==> src/rtl/msg_arb_queue_if.sv <==
// Producer/consumer bundle for msg_arb_queue: per-channel write requests,
// FWFT read port and buffer status.
interface msg_arb_queue_if #(
  parameter int MSG_WIDTH  = 16,
  parameter int DEPTH_LOG2 = 3,
  parameter int CHANNELS   = 4,
  parameter int CH_BITS    = 2
);
  logic [CHANNELS*MSG_WIDTH-1:0] write;
  logic [CHANNELS-1:0]           write_en;
  logic [CHANNELS-1:0]           write_ack;
  logic [MSG_WIDTH-1:0]          read;
  logic [CH_BITS-1:0]            read_src;
  logic                          read_valid;
  logic                          read_ack;
  logic [DEPTH_LOG2:0]           count;
  logic                          full;
  logic                          almost_full;
  logic                          empty;

  modport master (
    output write, write_en, read_ack,
    input  write_ack, read, read_src, read_valid, count, full, almost_full, empty
  );

  modport slave (
    input  write, write_en, read_ack,
    output write_ack, read, read_src, read_valid, count, full, almost_full, empty
  );
endinterface

==> src/rtl/msg_arb_queue.sv <==
// Shared circular message buffer fed by a round-robin arbiter over CHANNELS
// producers, drained through a first-word-fall-through read port.
module msg_arb_queue #(
  parameter int MSG_WIDTH   = 16,
  parameter int DEPTH_LOG2  = 3,
  parameter int CHANNELS    = 4,
  parameter int CH_BITS     = 2,
  parameter int ALMOST_FULL = 6
) (
  input  logic           clock,
  input  logic           reset,
  msg_arb_queue_if.slave bus
);
  localparam int DEPTH = 1 << DEPTH_LOG2;
  localparam logic [DEPTH_LOG2:0] CNT_ONE  = (DEPTH_LOG2+1)'(1);
  localparam logic [DEPTH_LOG2:0] CNT_FULL = (DEPTH_LOG2+1)'(DEPTH);
  localparam logic [DEPTH_LOG2:0] CNT_AF   = (DEPTH_LOG2+1)'(ALMOST_FULL);

  logic [CH_BITS+MSG_WIDTH-1:0] mem [DEPTH];
  logic [DEPTH_LOG2-1:0]        q_in;
  logic [DEPTH_LOG2-1:0]        q_out;
  logic [DEPTH_LOG2:0]          count;
  logic [CH_BITS-1:0]           last_grant;

  logic [CH_BITS-1:0]   winner;
  logic [CH_BITS-1:0]   hi_ch;
  logic [CH_BITS-1:0]   lo_ch;
  logic                 hi_hit;
  logic                 lo_hit;
  logic                 have_winner;
  logic [MSG_WIDTH-1:0] win_msg;
  logic                 full;
  logic                 push;
  logic                 pop;

  assign full = (count == CNT_FULL);

  // Round-robin: the lowest requester above last_grant wins; otherwise wrap
  // around to the lowest requester at or below it.
  always_comb begin
    hi_hit  = 1'b0;
    lo_hit  = 1'b0;
    hi_ch   = '0;
    lo_ch   = '0;
    win_msg = '0;
    for (int c = CHANNELS-1; c >= 0; c--) begin
      if (bus.write_en[c]) begin
        if (c > int'(last_grant)) begin
          hi_hit = 1'b1;
          hi_ch  = CH_BITS'(c);
        end else begin
          lo_hit = 1'b1;
          lo_ch  = CH_BITS'(c);
        end
      end
    end
    have_winner = hi_hit | lo_hit;
    winner      = hi_hit ? hi_ch : lo_ch;
    for (int c = 0; c < CHANNELS; c++) begin
      if (CH_BITS'(c) == winner) win_msg = bus.write[c*MSG_WIDTH +: MSG_WIDTH];
    end
  end

  // A full buffer still accepts a push when the head leaves on the same edge.
  always_comb begin
    pop           = bus.read_ack && (count != '0) && !reset;
    push          = have_winner && (!full || bus.read_ack) && !reset;
    bus.write_ack = '0;
    for (int c = 0; c < CHANNELS; c++) begin
      bus.write_ack[c] = push && (winner == CH_BITS'(c));
    end
  end

  always_ff @(posedge clock or posedge reset) begin
    if (reset) begin
      q_in       <= '0;
      q_out      <= '0;
      count      <= '0;
      last_grant <= CH_BITS'(CHANNELS-1);
      for (int i = 0; i < DEPTH; i++) mem[i] <= '0;
    end else begin
      if (push) begin
        mem[q_in]  <= {winner, win_msg};
        q_in       <= q_in + 1'b1;
        last_grant <= winner;
      end
      if (pop) q_out <= q_out + 1'b1;
      if (push && !pop)      count <= count + CNT_ONE;
      else if (pop && !push) count <= count - CNT_ONE;
    end
  end

  assign bus.read        = mem[q_out][MSG_WIDTH-1:0];
  assign bus.read_src    = mem[q_out][CH_BITS+MSG_WIDTH-1:MSG_WIDTH];
  assign bus.read_valid  = (count != '0);
  assign bus.empty       = (count == '0);
  assign bus.full        = full;
  assign bus.almost_full = (count >= CNT_AF);
  assign bus.count       = count;
endmodule

==> src/flat_wrapper.sv <==
// flat-port wrapper written by rule: the top's interface ports become plain ports
module msg_arb_queue_flat 
#(
  parameter int MSG_WIDTH   = 16,
  parameter int DEPTH_LOG2  = 3,
  parameter int CHANNELS    = 4,
  parameter int CH_BITS     = 2,
  parameter int ALMOST_FULL = 6
)
  (clock, reset, bus_write, bus_write_en, bus_read_ack, bus_write_ack, bus_read, bus_read_src, bus_read_valid, bus_count, bus_full, bus_almost_full, bus_empty);
  msg_arb_queue_if #(.MSG_WIDTH(MSG_WIDTH), .DEPTH_LOG2(DEPTH_LOG2), .CHANNELS(CHANNELS), .CH_BITS(CH_BITS)) bus_i ();
  input  logic clock;
  input  logic reset;
  input wire logic [$bits(bus_i.write)-1:0] bus_write;
  input wire logic [$bits(bus_i.write_en)-1:0] bus_write_en;
  input wire logic [$bits(bus_i.read_ack)-1:0] bus_read_ack;
  output wire logic [$bits(bus_i.write_ack)-1:0] bus_write_ack;
  output wire logic [$bits(bus_i.read)-1:0] bus_read;
  output wire logic [$bits(bus_i.read_src)-1:0] bus_read_src;
  output wire logic [$bits(bus_i.read_valid)-1:0] bus_read_valid;
  output wire logic [$bits(bus_i.count)-1:0] bus_count;
  output wire logic [$bits(bus_i.full)-1:0] bus_full;
  output wire logic [$bits(bus_i.almost_full)-1:0] bus_almost_full;
  output wire logic [$bits(bus_i.empty)-1:0] bus_empty;
  assign bus_i.write = bus_write;
  assign bus_i.write_en = bus_write_en;
  assign bus_i.read_ack = bus_read_ack;
  assign bus_write_ack = bus_i.write_ack;
  assign bus_read = bus_i.read;
  assign bus_read_src = bus_i.read_src;
  assign bus_read_valid = bus_i.read_valid;
  assign bus_count = bus_i.count;
  assign bus_full = bus_i.full;
  assign bus_almost_full = bus_i.almost_full;
  assign bus_empty = bus_i.empty;
  msg_arb_queue #(.MSG_WIDTH(MSG_WIDTH), .DEPTH_LOG2(DEPTH_LOG2), .CHANNELS(CHANNELS), .CH_BITS(CH_BITS), .ALMOST_FULL(ALMOST_FULL)) u_core (.clock(clock), .reset(reset), .bus(bus_i));
endmodule
==> config.mk <==
export PLATFORM = sky130hd
export DESIGN_NAME = msg_arb_queue_flat
export DESIGN_NICKNAME = d
export VERILOG_FILES = /design/src/rtl/msg_arb_queue_if.sv /design/src/rtl/msg_arb_queue.sv /design/src/flat_wrapper.sv
export SDC_FILE = /design/constraint.sdc
export NUM_CORES = 1
export LEC_CHECK = 0
export BUFFER_PORTS_ARGS = -buffer_cell sky130_fd_sc_hd__clkbuf_2
export CAP_MARGIN = 15
export CORE_UTILIZATION = 46
export DETAILED_ROUTE_END_ITERATION = 7
export PLACE_DENSITY = 0.66
export SLEW_MARGIN = 10
export SYNTH_ARGS = -nofsm -noshare
export SYNTH_HDL_FRONTEND = slang
export SYNTH_SLANG_ARGS = --single-unit
==> constraint.sdc <==
create_clock -name clock -period 12.03 [get_ports clock]
set_clock_uncertainty 0.05 [all_clocks]
set_input_delay 0.6015 -clock clock [delete_from_list [all_inputs] [get_ports clock]]
set_output_delay 0.6015 -clock clock [all_outputs]
set_load 0.01 [all_outputs]
After elaboration in Yosys (flattened, before gate mapping)
Index checks and enable logic that the tools add are counted.
{"block": "totals", "ff_bits": 156, "out_inout_bits": 30, "word_cells": 92}
{"block": "op_classes", "n_addsub": 4, "magnitude_cmp": 7, "n_eq_ne": 7, "mux": 39, "bitwise": 3, "n_reduce_logical": 20}
{"op": "144-bit bitwise mux", "count": 1}
{"op": "16-bit two-way mux", "count": 4}
{"op": "18-bit binary-select mux with 3-bit select", "count": 1}
{"op": "18-bit demux with 3-bit select", "count": 1}
{"op": "18-bit two-way mux", "count": 3}
{"op": "2-bit two-way mux", "count": 14}
{"op": "1-bit two-way mux", "count": 13}
{"op": "1-bit logical AND", "count": 11}
{"op": "4-bit >= comparator (second input constant)", "count": 2}
{"op": "4-bit two-way mux", "count": 2}
{"op": "3-bit NOT with 4-bit output", "count": 2}
{"op": "3-bit by 1-bit adder with 3-bit output (second input constant)", "count": 2}
{"op": "4-bit by 1-bit adder with 4-bit output (second input constant)", "count": 1}
{"op": "2-bit equality test (first input constant)", "count": 2}
{"op": "2-bit equality test (second input constant)", "count": 2}
{"op": "4-bit equality test (second input constant)", "count": 1}
{"op": "4-bit by 3-bit >= comparator with 1-bit output (second input constant)", "count": 1}
{"op": "2-bit > comparator (first input constant)", "count": 2}
{"op": "1-bit logical NOT", "count": 4}
{"op": "4-bit logical NOT", "count": 1}
{"op": "4-bit by 1-bit less-than comparator with 1-bit output (second input constant)", "count": 1}
{"op": "4-bit nonzero test", "count": 1}
{"op": "4-bit by 1-bit subtractor with 4-bit output (second input constant)", "count": 1}
{"op": "1-bit by 2-bit equality test with 1-bit output (first input constant)", "count": 1}
{"op": "other kinds (6)", "count": 6}

Depth between registers and ports, before layout
{"block": "logic_depth", "word_depth": 15, "ltp_mapped": 13, "ltp_nobuf": 12}

Worst setup path after synthesis
Ideal clock, no wire load.
{"block": "synth_timing", "path_type": "in2reg", "start": "in bus_write_en[3]", "end": "reg u_core.count[3], in the netlist u_core.bus.count[3]", "arrival_time_ps": 2612, "slack_ps": 9240, "cell_stages": 13, "n_path_buf": 2, "path_cell_list": "buf_2 -> nor2_1 -> a221o_2 -> inv_1 -> buf_4 -> ha_1 -> inv_1 -> ha_1 -> a21o_1 -> a21oi_1 -> xnor2_1 -> nor2_1 -> xor2_1"}
{"block": "synth_between", "elab_chain_cells": 12, "elab_cells_between_ends": 19}
{"element": "from (decl)", "line": "flat_wrapper.sv:15", "source": "input wire logic [$bits(bus_i.write_en)-1:0] bus_write_en;"}
{"element": "1-bit two-way mux", "line": "msg_arb_queue.sv:47", "source": "if (bus.write_en[c]) begin"}
{"element": "1-bit two-way mux", "line": "msg_arb_queue.sv:48", "source": "if (c > int'(last_grant)) begin"}
{"element": "1-bit two-way mux", "line": "msg_arb_queue.sv:47"}
{"element": "1-bit two-way mux", "line": "msg_arb_queue.sv:48"}
{"element": "1-bit two-way mux (2 in a row)", "line": "msg_arb_queue.sv:47"}
{"element": "1-bit OR (*)", "line": "msg_arb_queue.sv:57", "source": "have_winner = hi_hit | lo_hit;"}
{"element": "1-bit logical AND (*) (2 in a row)", "line": "msg_arb_queue.sv:67", "source": "push = have_winner && (!full || bus.read_ack) && !reset;"}
{"element": "net u_core.push", "line": "msg_arb_queue.sv:33", "source": "logic push;"}
{"element": "1-bit logical NOT", "line": "msg_arb_queue.sv:89", "source": "else if (pop && !push) count <= count - CNT_ONE;"}
{"element": "1-bit logical AND", "line": "msg_arb_queue.sv:89"}
{"element": "2-bit nonzero test (no line)"}
{"element": "to (signal assigned)", "line": "msg_arb_queue.sv:88", "source": "if (push && !pop) count <= count + CNT_ONE;"}
{"element": "to (signal assigned)", "line": "msg_arb_queue.sv:89"}
{"element": "to (decl)", "line": "msg_arb_queue.sv:22", "source": "logic [DEPTH_LOG2:0] count;"}
The timed path passes the listed nets; every way through them passes the cells marked *.
A chain may end at the register's enable or synchronous reset.

Worst setup path in the final report
{"block": "layout_timing", "start": "reg u_core.q_out[1]", "end": "out bus_read[13]"}
{"block": "layout_between", "elab_chain_cells": 4}
{"element": "from (decl)", "line": "msg_arb_queue.sv:21", "source": "logic [DEPTH_LOG2-1:0] q_out;"}
{"element": "from (signal assigned)", "line": "msg_arb_queue.sv:87", "source": "if (pop) q_out <= q_out + 1'b1;"}
{"element": "3-bit NOT with 4-bit output (implied by the code)", "line": "msg_arb_queue.sv:93", "source": "assign bus.read = mem[q_out][MSG_WIDTH-1:0];"}
{"element": "18-bit binary-select mux with 3-bit select", "line": "msg_arb_queue.sv:93"}
{"element": "18-bit two-way mux (implied by the code) (2 in a row)", "line": "msg_arb_queue.sv:93"}
{"element": "to (decl)", "line": "flat_wrapper.sv:18", "source": "output wire logic [$bits(bus_i.read)-1:0] bus_read;"}
Every way passes these cells. The select of a mux whose other input is x is not followed.

==> results.yml <==
run_status:
  status: "completed"
job:
  drv_cap: 0
sta:
  finalHoldViolCount: 0
  timing.fmax_mhz: 297
  layout_setup_ws_ps: 8660
  worst-slew-pin-transition_ps: 1180
  fin_crit_ps: 3370
  final.period_utilization_pct: 28.0
  finalSetupViolations: 0
  fin_tns_setup_ps: 0
  maxSlewHeadroom_pct: 21.5
  rsz0062_at_grt: "no"
  slew_viol_final: 0
clock_tree:
  clockBufferDepth: 2
  cts_resized: 0
  clock-sinks: 156
  post_cts_buffers: 0
  root_buffer: "clkbuf_16"
  clk_pin_slew_worst_paths_ps: 60
  holdBufCountCts: 0
  h-tree-depth: 4
  clk_latency_ps: 430
  cts_tree: "done"
  cts_buffers: 17
worst_setup_path:
  crit_arrival_ps: 2720
  worst-setup-path-type: "register to primary output"
  cp_slowest_cell: "dfrtp_1"
  critical_path_buf_inv_count: 2
  r2r_end: "u_core.bus.count[3]$_DFFE_PP0P_"
  r2r_cells: 11
  slowest_delay_ps: 780
  critPathLaunchType: "register"
  r2r_setup_slack_ps: 8930
  path_cells: "buf_4 > mux4_2 > mux2_2 > clkbuf_2"
  cp_data_required_time_ps: 11380
  path_delay_family: "multiplexers"
  endpoint_kind: "primary output"
  crit_fanout: 24
  reg2reg_from: "u_core.bus.count[0]$_DFFE_PP0P_"
grt:
  grt_overflow_total: 0
  antenna_found_initial: 0
  grt_pass1_vias: 6278
  grt_max_degree: 84
  grt_pass1_wl_um: 32700
  grt_use_total_pct: 23.9
route:
  ant_nets: 0
  post_drt_wl_per_cell_um: 19.2
  drc: 0
  drtIter0Drc: 463
  viasPerCell: 6.04
  drt_first_pass_iters: 5
  routed_wirelength_um: 20100
  vias: 6331
yosys:
  synth_commonest_cells: "dfrtp_1, a31oi_1, nor2_1"
  synth-async-reset-ratio_pct: 100
  yosys_warnings: 0
  syn_area_per_cell_sq_um: 10.8
  synth_edf_count: 0
  yosysMostFrequentCell: "dfrtp_1"
  seq_area_frac_synth_pct: 48.8
  syn_area_sq_um: 8000
  synthFlopType: "dfrtp_1"
  synth_top_area_share_pct: 48.1
  synthCells: 741
  synth_cell_types: 49
  synth_fp_nets: 818
  ys_ff_latch: 156
  synthTopCellsByArea: "dfrtp_1, a31oi_1, mux4_2"
  synth_top_area_cell: "dfrtp_1"
die:
  std_cell_rows: 47
  io_pins: 101
  core_sq_um: 16800
  initial_core_util_pct: 47.8
  die_w_um: 134
  die_area_sq_um: 17900
  die_h_um: 134
power_and_ir_drop:
  leakage_nw: 3.95
  power_density_nw_per_um2: 296
  irDropWorstVdd_v: 0.000126
  total_power_w: 0.00275
placement:
  hpwl_um: 12900
  gp_congestion: 0.859
  io_buffers: 100
  placed_cell_area_sq_um: 8620
  pre_cts_slack_ps: 8710
finish:
  nets: 893
  num_antenna_cells: 0
  drive_gt1_share_pct: 28.5
  syn2layout_area_growth_pct: 16.1
  stdcell_area_sq_um: 9290
hold_path:
  hp-class: "input pin to async pin"
kinds of logic (layout without fill, tap and decap cells):
kind of cell | count (synthesis) | in the layout | synth area share [%]
simple gates | 201 | 201 | 11.0
mux | 64 | 64 | 14.0
buf+inv | 85 | 172 | 4.83
compound gates | 221 | 221 | 19.5
xor+xnor | 8 | 8 | 0.875
fa+ha+maj | 6 | 6 | 1.03
flops | 156 | 156 | 48.8
sequential cells by signal, summed over array words and instances, names as in the netlist:
name and count:
u_core.last_grant 2, u_core.bus.count 4, u_core.q_out 3, u_core.q_in 3, u_core.mem 144
worst max-delay path by stage:
stage                                 endpoint  cells after the start  slack, ps                         from
6_report                          bus_read[13]                      4       8660  u_core.q_out[1]$_DFFE_PP0P_
5_1_grt                           bus_read[12]                      4       8550  u_core.q_out[1]$_DFFE_PP0P_
4_1_cts                           bus_read[13]                      4       8630  u_core.q_out[1]$_DFFE_PP0P_
3_5_place_dp   u_core.bus.count[3]$_DFFE_PP0P_                     12       8710              bus_write_en[3]
3_3_place_gp   u_core.bus.count[3]$_DFFE_PP0P_                     12       8860              bus_write_en[3]
2_1_floorplan  u_core.bus.count[0]$_DFFE_PP0P_                      1       7180                        reset
cells in the final DEF (no fill, tap or decap), types with 3 or more instances in the layout:
cell       netlist  routed
clkbuf_2         0     100
clkbuf_16        0      17
nor2b_1          8       8
buf_4            1      12
xnor2_1          6       6
a21oi_1          7       7
nor3_1           3       3
a41o_1          15      15
clkbuf_8         0       6
o21ai_2          0       3
ha_1             5       5
and3_1           5       5
mux2i_1          4       4
bufinv_16        0       4
mux2_2          24      24
dfrtp_1        154     153
a31oi_1        136     136
o21ai_0         17      17
nand3_1          5       5
mux4_2          36      36
nor2_1         132     131
nand2_1         36      36
o22ai_2         15      15
inv_1           27      26
a21boi_0        16      16
per-stage QoR:
stage / utilization [%] / std cells / hold slack (ps)
global route: 55.4 / 1048 / 311
detailed placement: 51.4 / 1015 / 416
floorplan: - / 741 / 395
CTS: 55.3 / 1046 / 269
finish: 55.4 / 1048 / 241
global placement: 51.4 / 1015 / 408
report_power, final:
part / internal, W / switching [W]
Clock: 0.000379 / 0.000201
Sequential: 0.000788 / 0.000201
Combinational: 0.000579 / 0.000602
Total: 0.00175 / 0.00100
routing by layer:
metal / track usage, % / vias to the layer above / routed length, um
met5: 0 / - / 0
met2: 38.1 / 284 / 9510
li1: - / 2904 / -
met4: 9.53 / 0 / 409
met3: 5.44 / 35 / 1450
met1: 31.9 / 3108 / 8780
final cells by class:
cell class                 instances  area (sq um)
tap                              220           275
fill                            1393          7470
clock buffer                      25           515
timing repair buffer             114           621
multi-input combinational        500          3740
sequential                       156          3910
clock inverter                     6           130
inverter                          27           106
Power figures use the tool's default switching activity.
